## config.mk

```make
export PLATFORM = sky130hd
export DESIGN_NAME = dmem_arbiter
export DESIGN_NICKNAME = d
export VERILOG_FILES = /design/src/rtl/dmem_arbiter.sv
export SDC_FILE = /design/constraint.sdc
export NUM_CORES = 1
export LEC_CHECK = 0
export ABC_AREA = 0
export CORE_MARGIN = 5
export CORE_UTILIZATION = 35
export CTS_BUF_LIST = sky130_fd_sc_hd__clkbuf_8
export DETAILED_ROUTE_END_ITERATION = 8
export GPL_ROUTABILITY_DRIVEN = 1
export PLACE_DENSITY = 0.87
export SYNTH_ARGS = -nofsm -noshare
export SYNTH_HDL_FRONTEND = slang
export SYNTH_SLANG_ARGS = --single-unit
```

## constraint.sdc

```tcl
create_clock -name CLOCK_50 -period 3.5 [get_ports CLOCK_50]
set_input_delay 1.05 -clock CLOCK_50 [delete_from_list [all_inputs] [get_ports CLOCK_50]]
set_output_delay 1.05 -clock CLOCK_50 [all_outputs]
set_load 0.05 [all_outputs]
```

## src/rtl/dmem_arbiter.sv

```systemverilog
// Round-robin arbiter that shares one single-port synchronous data memory
// between the CPU load/store port and a host port, with contention counters.
module dmem_arbiter #(
    parameter int ADDR_W = 8,
    parameter int DATA_W = 32,
    parameter int DEPTH  = 256
) (
    input  logic              CLOCK_50,
    input  logic              reset,
    input  logic              cpu_req,
    input  logic              cpu_we,
    input  logic [ADDR_W-1:0] cpu_addr,
    input  logic [DATA_W-1:0] cpu_wdata,
    output logic              cpu_gnt,
    output logic              cpu_rvalid,
    output logic [DATA_W-1:0] cpu_rdata,
    input  logic              host_req,
    input  logic              host_we,
    input  logic [ADDR_W-1:0] host_addr,
    input  logic [DATA_W-1:0] host_wdata,
    output logic              host_gnt,
    output logic              host_rvalid,
    output logic [DATA_W-1:0] host_rdata,
    input  logic              host_lock,
    output logic              mem_en,
    output logic              mem_we,
    output logic [ADDR_W-1:0] mem_addr,
    output logic [DATA_W-1:0] mem_wdata,
    input  logic [DATA_W-1:0] mem_rdata,
    output logic [15:0]       cpu_wait_cnt,
    output logic [15:0]       conflict_cnt
);

    typedef enum logic [1:0] {OWN_NONE, OWN_CPU, OWN_HOST} owner_t;

    localparam int unsigned DEPTH_U = DEPTH;

    logic              last_host_q;
    owner_t            rd_owner_q, rd_owner_d;
    logic              rd_oor_q;
    logic [DATA_W-1:0] cpu_rdata_q, host_rdata_q;
    logic [15:0]       cpu_wait_q, cpu_wait_d;
    logic [15:0]       conflict_q, conflict_d;

    logic              any_gnt;
    logic              sel_we;
    logic [ADDR_W-1:0] sel_addr;
    logic [DATA_W-1:0] sel_wdata;
    logic              in_range;
    logic [DATA_W-1:0] ret_data;

    // Grants are suppressed while reset is held so nothing reaches memory.
    always_comb begin
        cpu_gnt  = 1'b0;
        host_gnt = 1'b0;
        if (!reset) begin
            if (host_lock) begin
                host_gnt = host_req;
            end else if (cpu_req && host_req) begin
                cpu_gnt  = last_host_q;
                host_gnt = !last_host_q;
            end else begin
                cpu_gnt  = cpu_req;
                host_gnt = host_req;
            end
        end
    end

    assign any_gnt   = cpu_gnt | host_gnt;
    assign sel_we    = host_gnt ? host_we    : cpu_we;
    assign sel_addr  = host_gnt ? host_addr  : cpu_addr;
    assign sel_wdata = host_gnt ? host_wdata : cpu_wdata;
    assign in_range  = int'(sel_addr) < DEPTH_U;

    assign mem_en    = any_gnt && in_range;
    assign mem_we    = mem_en && sel_we;
    assign mem_addr  = any_gnt ? sel_addr  : '0;
    assign mem_wdata = any_gnt ? sel_wdata : '0;

    always_comb begin
        rd_owner_d = OWN_NONE;
        if (any_gnt && !sel_we) begin
            rd_owner_d = host_gnt ? OWN_HOST : OWN_CPU;
        end
        cpu_wait_d = cpu_wait_q;
        if (cpu_req && !cpu_gnt && cpu_wait_q != 16'hFFFF) begin
            cpu_wait_d = cpu_wait_q + 16'd1;
        end
        conflict_d = conflict_q;
        if (cpu_req && host_req && conflict_q != 16'hFFFF) begin
            conflict_d = conflict_q + 16'd1;
        end
    end

    // Memory data arrives the cycle after the grant; the port not owning the
    // return keeps showing its last captured word.
    assign ret_data    = rd_oor_q ? '0 : mem_rdata;
    assign cpu_rvalid  = (rd_owner_q == OWN_CPU);
    assign host_rvalid = (rd_owner_q == OWN_HOST);
    assign cpu_rdata   = cpu_rvalid  ? ret_data : cpu_rdata_q;
    assign host_rdata  = host_rvalid ? ret_data : host_rdata_q;

    assign cpu_wait_cnt = cpu_wait_q;
    assign conflict_cnt = conflict_q;

    always_ff @(posedge CLOCK_50 or posedge reset) begin
        if (reset) begin
            last_host_q  <= 1'b1;
            rd_owner_q   <= OWN_NONE;
            rd_oor_q     <= 1'b0;
            cpu_rdata_q  <= '0;
            host_rdata_q <= '0;
            cpu_wait_q   <= '0;
            conflict_q   <= '0;
        end else begin
            if (any_gnt) begin
                last_host_q <= host_gnt;
            end
            rd_owner_q   <= rd_owner_d;
            rd_oor_q     <= any_gnt && !in_range;
            cpu_rdata_q  <= cpu_rdata;
            host_rdata_q <= host_rdata;
            cpu_wait_q   <= cpu_wait_d;
            conflict_q   <= conflict_d;
        end
    end

endmodule

```

==> flow_summary_export.csv, run 1 <==
group,metric,value,unit
job,drv_cap,0,
setup_path,crit_required,2450,ps
routing,ant_nets,0,
power_and_ir_drop,p_sw_frac,0.422,
power_and_ir_drop,p_seq_frac,0.284,
floorplan,pin_count,261,
logic_synthesis,synth_edf_count,0,
finish,final_nets,756,
floorplan,initial_core_util,0.360,
logic_synthesis,yosys.cell_types.count,39,
global_route,grt_pass1_wl,27200,um
floorplan,die_w,124,um
logic_synthesis,yosys_warnings,0,
logic_synthesis,synth.most_common_cell,"dfrtp_1",
logic_synthesis,netlist_area,4560,um^2
timing,timing.fmax,0.293,GHz
clocking,cts_max_path_buffers,2,
timing,tightest_slew,632,ps
floorplan,row_count,41,
routing,wl,18600,um
global_route,grt_antenna_before_repair,2,
timing,finalHoldViolations,0,
routing,wl_per_cell,22.9,um
logic_synthesis,yosys_most_used_dff,"dfrtp_1",
min_path,hold_path_class,"flop to flop",
power_and_ir_drop,leakage,3.91,nW
logic_synthesis,ys_ff_latch,99,
place,io_buffers,260,
clocking,path_clk_slew,90,ps
timing,fin_crit_sh,0.976,
logic_synthesis,netlist_top_cells_area,"dfrtp_1 54%, mux2_2 17%, a22o_1 7.7%",
finish,final_cells,813,
floorplan,core,12700,um^2
finish,layout-drive-gt1-share,0.406,
clocking,cts_made_buffers,9,
logic_synthesis,yosys.area.top_type,"dfrtp_1",
routing,drcViolationCount,0,
place,dp_slack,-206,ps
setup_path,start_kind,"primary input",
clocking,clock_sinks,99,
setup_path,worst-path-max-fanout,9,
power_and_ir_drop,power_switching,2.43,mW
logic_synthesis,ys_async_sr_fraction,1.00,
global_route,overflow,0,
global_route,track_usage,0.240,
timing,maxSlewHeadroom,0.576,
setup_path,arrival,2370,ps
global_route,grt_pass1_vias,4645,
power_and_ir_drop,finalPower,5.77,mW
floorplan,die_height,124,um
logic_synthesis,yosysSeqAreaShare,0.544,
clocking,clock_latency,380,ps
routing,vias_per_cell,5.19,
timing,worst_slack,84.9,ps
logic_synthesis,netlist_instances,354,
timing,setup_viol,0,
global_route,grt_start_max_net_pins,54,
run_status,status,"complete, no violations",
power_and_ir_drop,p_int,3.34,mW
place,dp_hpwl,14700,um
power_and_ir_drop,peakVddDrop,0.532,mV
floorplan,die_area,15400,um^2
setup_path,crit_type,"primary input to output pin",
timing,rsz0062_at_grt,"no",
clocking,cts_tree,"done",
power_and_ir_drop,p_comb_frac,0.576,
clocking,h-tree-depth,3,
logic_synthesis,yosys-top-cells-count,"98 x dfrtp_1, 68 x mux2_2, 40 x a22o_1",
finish,final_util,0.715,
logic_synthesis,synthesis.area_per_instance,12.9,um^2
place,place_inst,786,
clocking,clk_root_buffer_cell,"clkbuf_8",
logic_synthesis,syn-num-nets,475,
timing,timing.final.max_slew_violations,0,
place,gp_congestion,0.957,
routing,firstDrtPassIters,4,
routing,vias,4222,
power_and_ir_drop,p_per_area,637,nW/um^2
setup_path,crit_path_end_kind,"output pin",
finish,syn_to_final_growth,98.8,%
logic_synthesis,synth_top_area_frac,0.538,
routing,drt_iter0_markers,207,
timing,fin_crit,3420,ps
timing,fin_worst_skew,7.09,ps
power_and_ir_drop,clockPowerShare,0.140,
## cell type report
| class | instances | area, um^2 |
|---|---|---|
| Sequential cell | 99 | 2480 |
| Tap cell | 172 | 215 |
| Timing Repair Buffer | 288 | 4010 |
| Inverter | 5 | 22.5 |
| Clock buffer | 9 | 124 |
| Antenna cell | 1 | 2.50 |
| Clock inverter | 7 | 93.8 |
| Multi-Input combinational cell | 232 | 2120 |
| Fill cell | 821 | 3610 |
## routing by layer
layer	GRT usage	vias up	wire length [um]
li1	-	1862	-
met1	0.250	2092	6330
met2	0.430	226	9820
met3	0.0827	38	1730
met4	0.117	4	734
met5	0	-	27
## placed cells by master (no fill, tap or decap), drive strengths merged, types with 2 or more instances in the layout
master	netlist	final
clkinvlp	0	2
nand3	10	10
clkbuf	12	10
clkdlybuf4s50	0	147
bufinv	0	2
nand2	11	11
mux2	69	69
nand2b	4	4
dlygate4sd2	0	2
nor3b	3	3
inv	5	5
and4	3	3
clkinv	0	3
nor3	11	11
ha	2	2
o21ai	8	8
and3	2	2
buf	6	136
xnor2	2	2
nor2	10	10
nand4	7	7
a22o	40	40
dfrtp	98	98
xor2	22	22
or2	3	3
bufbuf	0	2
nor2b	3	3
nor4	12	12
## flip-flops by register name, indices dropped and copies added, names as in the netlist
name	cells
cpu_wait_cnt	16
conflict_cnt	16
last_host_q	1
host_rdata_q	32
rd_owner_q	2
cpu_rdata_q	32
## worst max-delay path, cell delays in order
cell and delay (ps):
dlygate4sd2_1 250, buf_4 150, nand2b_4 80, a21oi_4 40
buf_6 130, bufbuf_16 270, a22o_2 230, buf_12 150
## cells by family after synthesis
group | share of synthesized area
XOR/XNOR | 0.0461
AO/OA/AOI/OAI | 0.0947
multiplexers | 0.173
AND/OR/NAND/NOR | 0.116
buffers and inverters | 0.0206
flip-flops | 0.544
adder cells (fa/ha/maj) | 0.00549
## power groups by stage
stage               clock network (mW)  logic [mW]  registers, mW
floorplan                            0        1.39           1.88
global placement                     0        3.24           1.63
detailed placement                   0        3.31           1.66
CTS                              0.826        3.35           1.64
global route                     0.869        3.44           1.67
finish                           0.807        3.33           1.64
## through the flow
| stage | cell area (um^2) | hold WS (ps) | setup TNS, ps |
|---|---|---|---|
| final | 9060 | 510 | 0 |
| after global routing | 9060 | 515 | 0 |
| after CTS | 9070 | 503 | 0 |
| after detailed placement | 8610 | 490 | -7530 |
| after global placement | 8610 | 489 | -6150 |
| after floorplan | 4580 | 483 | -24.3 |
## worst paths after layout
| kind | start | endpoint | slack (ps) | cells past startpoint |
|---|---|---|---|---|
| setup / recovery | host_req | mem_wdata[24] | 80 | 8 |
| hold / removal | conflict_cnt[14]$_DFFE_PP0P_ | conflict_cnt[14]$_DFFE_PP0P_ | 510 | 1 |
| setup reg to reg | last_host_q$_DFFE_PP1P_ | cpu_wait_cnt[15]$_DFFE_PP0P_ | 1540 | 5 |
| hold reg to reg | conflict_cnt[14]$_DFFE_PP0P_ | conflict_cnt[14]$_DFFE_PP0P_ | 510 | 1 |
| max in group asynchronous | reset | last_host_q$_DFFE_PP1P_ | 1970 | 3 |
| min in group asynchronous | reset | conflict_cnt[3]$_DFFE_PP0P_ | 810 | 2 |
## timing repair
| action | 4_1_cts | 5_1_grt |
|---|---|---|
| hold buffers | 0 | 0 |
| buffers inserted | 7 | 0 |
| pin swaps | 3 | 0 |
| setup endpoints to repair | 44 | 32 |
| gates resized for setup | 24 | 3 |
| cloned | 3 | 0 |
Note: power is estimated with default switching activity, not from simulation.
==> run 2: changes to the inputs <==
GPL_TIMING_DRIVEN = 0   (was default)
==> flow_summary_export.csv, run 2 (synthesis gave the netlist of run 1 again) <==
group,metric,value,unit
timing,maxSlewHeadroom,0.596,
timing,timing.final.max_slew_violations,0,
finish,final_nets,752,
global_route,grt_pass1_vias,4281,
floorplan,die_w,124,um
setup_path,rr_endpoint,"cpu_wait_cnt[1]$_DFFE_PP0P_",
setup_path,crit_type,"primary input to output pin",
global_route,grt_util_met3,0.0754,
finish,nFillCells,1092,
floorplan,initial_core_util,0.360,
routing,firstDrtPassIters,4,
job,drv_cap,0,
setup_path,reg2reg_slack,1570,ps
clocking,clk_root_buffer_cell,"clkbuf_8",
timing,finalHoldViolations,0,
setup_path,crit_required,2450,ps
clocking,path_clk_slew,90,ps
timing,worst_slack,34.2,ps
global_route,track_usage,0.210,
routing,drt_iter0_markers,213,
timing,fin_crit_sh,0.990,
timing,fin_tns_setup,0,ps
global_route,grtUsageMet1,0.206,
global_route,grtUsageMet2,0.375,
routing,drcViolationCount,0,
routing,vias,4014,
finish,final_common_cell,"clkdlybuf4s50_1",
clocking,clock_sinks,99,
setup_path,rr_worst_depth,6,
finish,finish.instance_area,7570,um^2
setup_path,arrival,2420,ps
place,dp_hpwl,13800,um
timing,tightest_slew,601,ps
global_route,grt_pass1_wl,24000,um
place,gp_congestion,0.921,
setup_path,crit_path_end_kind,"output pin",
setup_path,worst-path-max-fanout,10,
finish,syn_to_final_growth,66.0,%
floorplan,die_height,124,um
routing,ant_nets,0,
finish,n_antenna_cell,0,
global_route,top_usage_layer,"met2",
floorplan,pin_count,261,
finish,final_cells,807,
place,dpl-instance-area,7440,um^2
power_and_ir_drop,leakage,3.42,nW
routing,wl_per_cell,20.6,um
timing,fin_worst_skew,9.21,ps
clocking,cts_made_buffers,9,
floorplan,core,12700,um^2
routing,wl,16700,um
global_route,grt_antenna_before_repair,2,
min_path,hold_path_class,"flop to flop",
power_and_ir_drop,p_per_area,628,nW/um^2
power_and_ir_drop,peakVddDrop,0.509,mV
finish,layout-drive-gt1-share,0.283,
timing,timing.fmax,0.289,GHz
floorplan,die_area,15400,um^2
timing,fin_crit,3470,ps
global_route,grt_start_max_net_pins,46,
setup_path,endpoint,"mem_wdata[23]",
timing,rsz0062_at_grt,"yes",
place,place_inst,788,
place,dp_slack,-1460,ps
global_route,overflow,0,
setup_path,critPathLaunch,"cpu_req",
clocking,clock_latency,370,ps
place,io_buffers,260,
timing,setup_viol,0,
routing,vias_per_cell,4.97,
setup_path,r2r_start,"last_host_q$_DFFE_PP1P_",
clocking,cts_tree,"done",
floorplan,row_count,41,
clocking,h-tree-depth,3,
finish,reg_top3,"cpu_rdata_q x32, host_rdata_q x32",
finish,final_util,0.597,
finish,final_cell_mix,"147 x clkdlybuf4s50_1, 98 x dfrtp_1, 68 x mux2_2, 66 x dlygate4sd2_1",
clocking,cts_max_path_buffers,2,
run_status,status,"complete, no violations",
setup_path,start_kind,"primary input",
clocking,cts-hold-fix-buffers,0,
run 2: area by class of cell:
type                       instances  area, um^2  area share
buffer                            18         138      0.0182
tap                              172         215      0.0284
clock inverter                     6        60.1     0.00794
clock buffer                       9         124      0.0164
multi-input combinational        232        2050       0.270
timing repair buffer             266        2480       0.328
sequential                        99        2480       0.328
inverter                           5        22.5     0.00298
run 2: timing repair:
action	CTS	global route
setup buffers	3	1
resized for setup	343	28
pin swaps	2	0
hold endpoints to repair	0	0
setup endpoints to repair	110	72
run 2: per-layer routing:
metal / vias up / part of all wire
met1: 1919 / 0.33
met5: - / 0.0016
met2: 198 / 0.51
met4: 4 / 0.054
li1: 1854 / -
met3: 39 / 0.096
run 2: through the flow:
| stage | hold slack, ps | power [mW] |
|---|---|---|
| 3_3_place_gp | 478 | 4.17 |
| 2_1_floorplan | 483 | 3.27 |
| 4_1_cts | 503 | 4.80 |
| 3_5_place_dp | 484 | 4.24 |
| 5_1_grt | 510 | 4.96 |
| 6_report | 500 | 4.76 |
run 2: worst max-delay path, stage by stage:
cell	delay [ps]
clkdlybuf4s15_2	270
nor2b_2	210
a21oi_4	280
clkbuf_8	240
a22o_1	140
buf_4	220
run 2: report_power, final:
group	total [mW]	switching [mW]	internal, mW	leakage, nW
sequential	1.62	0.187	1.43	1.20
clock	0.713	0.390	0.323	0.102
combinational	2.42	1.64	0.781	2.12
total	4.76	2.22	2.54	3.42
run 2: worst min path at each step:
stage	startpoint	slack (ps)	cells after the start	endpoint
3_3_place_gp	cpu_rdata_q[31]$_DFF_PP0_	480	1	cpu_rdata_q[31]$_DFF_PP0_
6_report	host_rdata_q[18]$_DFF_PP0_	500	1	host_rdata_q[18]$_DFF_PP0_
2_1_floorplan	last_host_q$_DFFE_PP1P_	480	2	last_host_q$_DFFE_PP1P_
5_1_grt	host_rdata_q[24]$_DFF_PP0_	510	1	host_rdata_q[24]$_DFF_PP0_
3_5_place_dp	cpu_rdata_q[22]$_DFF_PP0_	480	1	cpu_rdata_q[22]$_DFF_PP0_
4_1_cts	cpu_rdata_q[11]$_DFF_PP0_	500	1	cpu_rdata_q[11]$_DFF_PP0_
==> run 3: changes to the inputs <==
ABC_AREA = default   (was 0)
ABC_CLOCK_PERIOD_IN_PS = 3500   (was default)
==> results of run 3 <==
No change in the layout: final DEF, timing and power equal those of run 2.
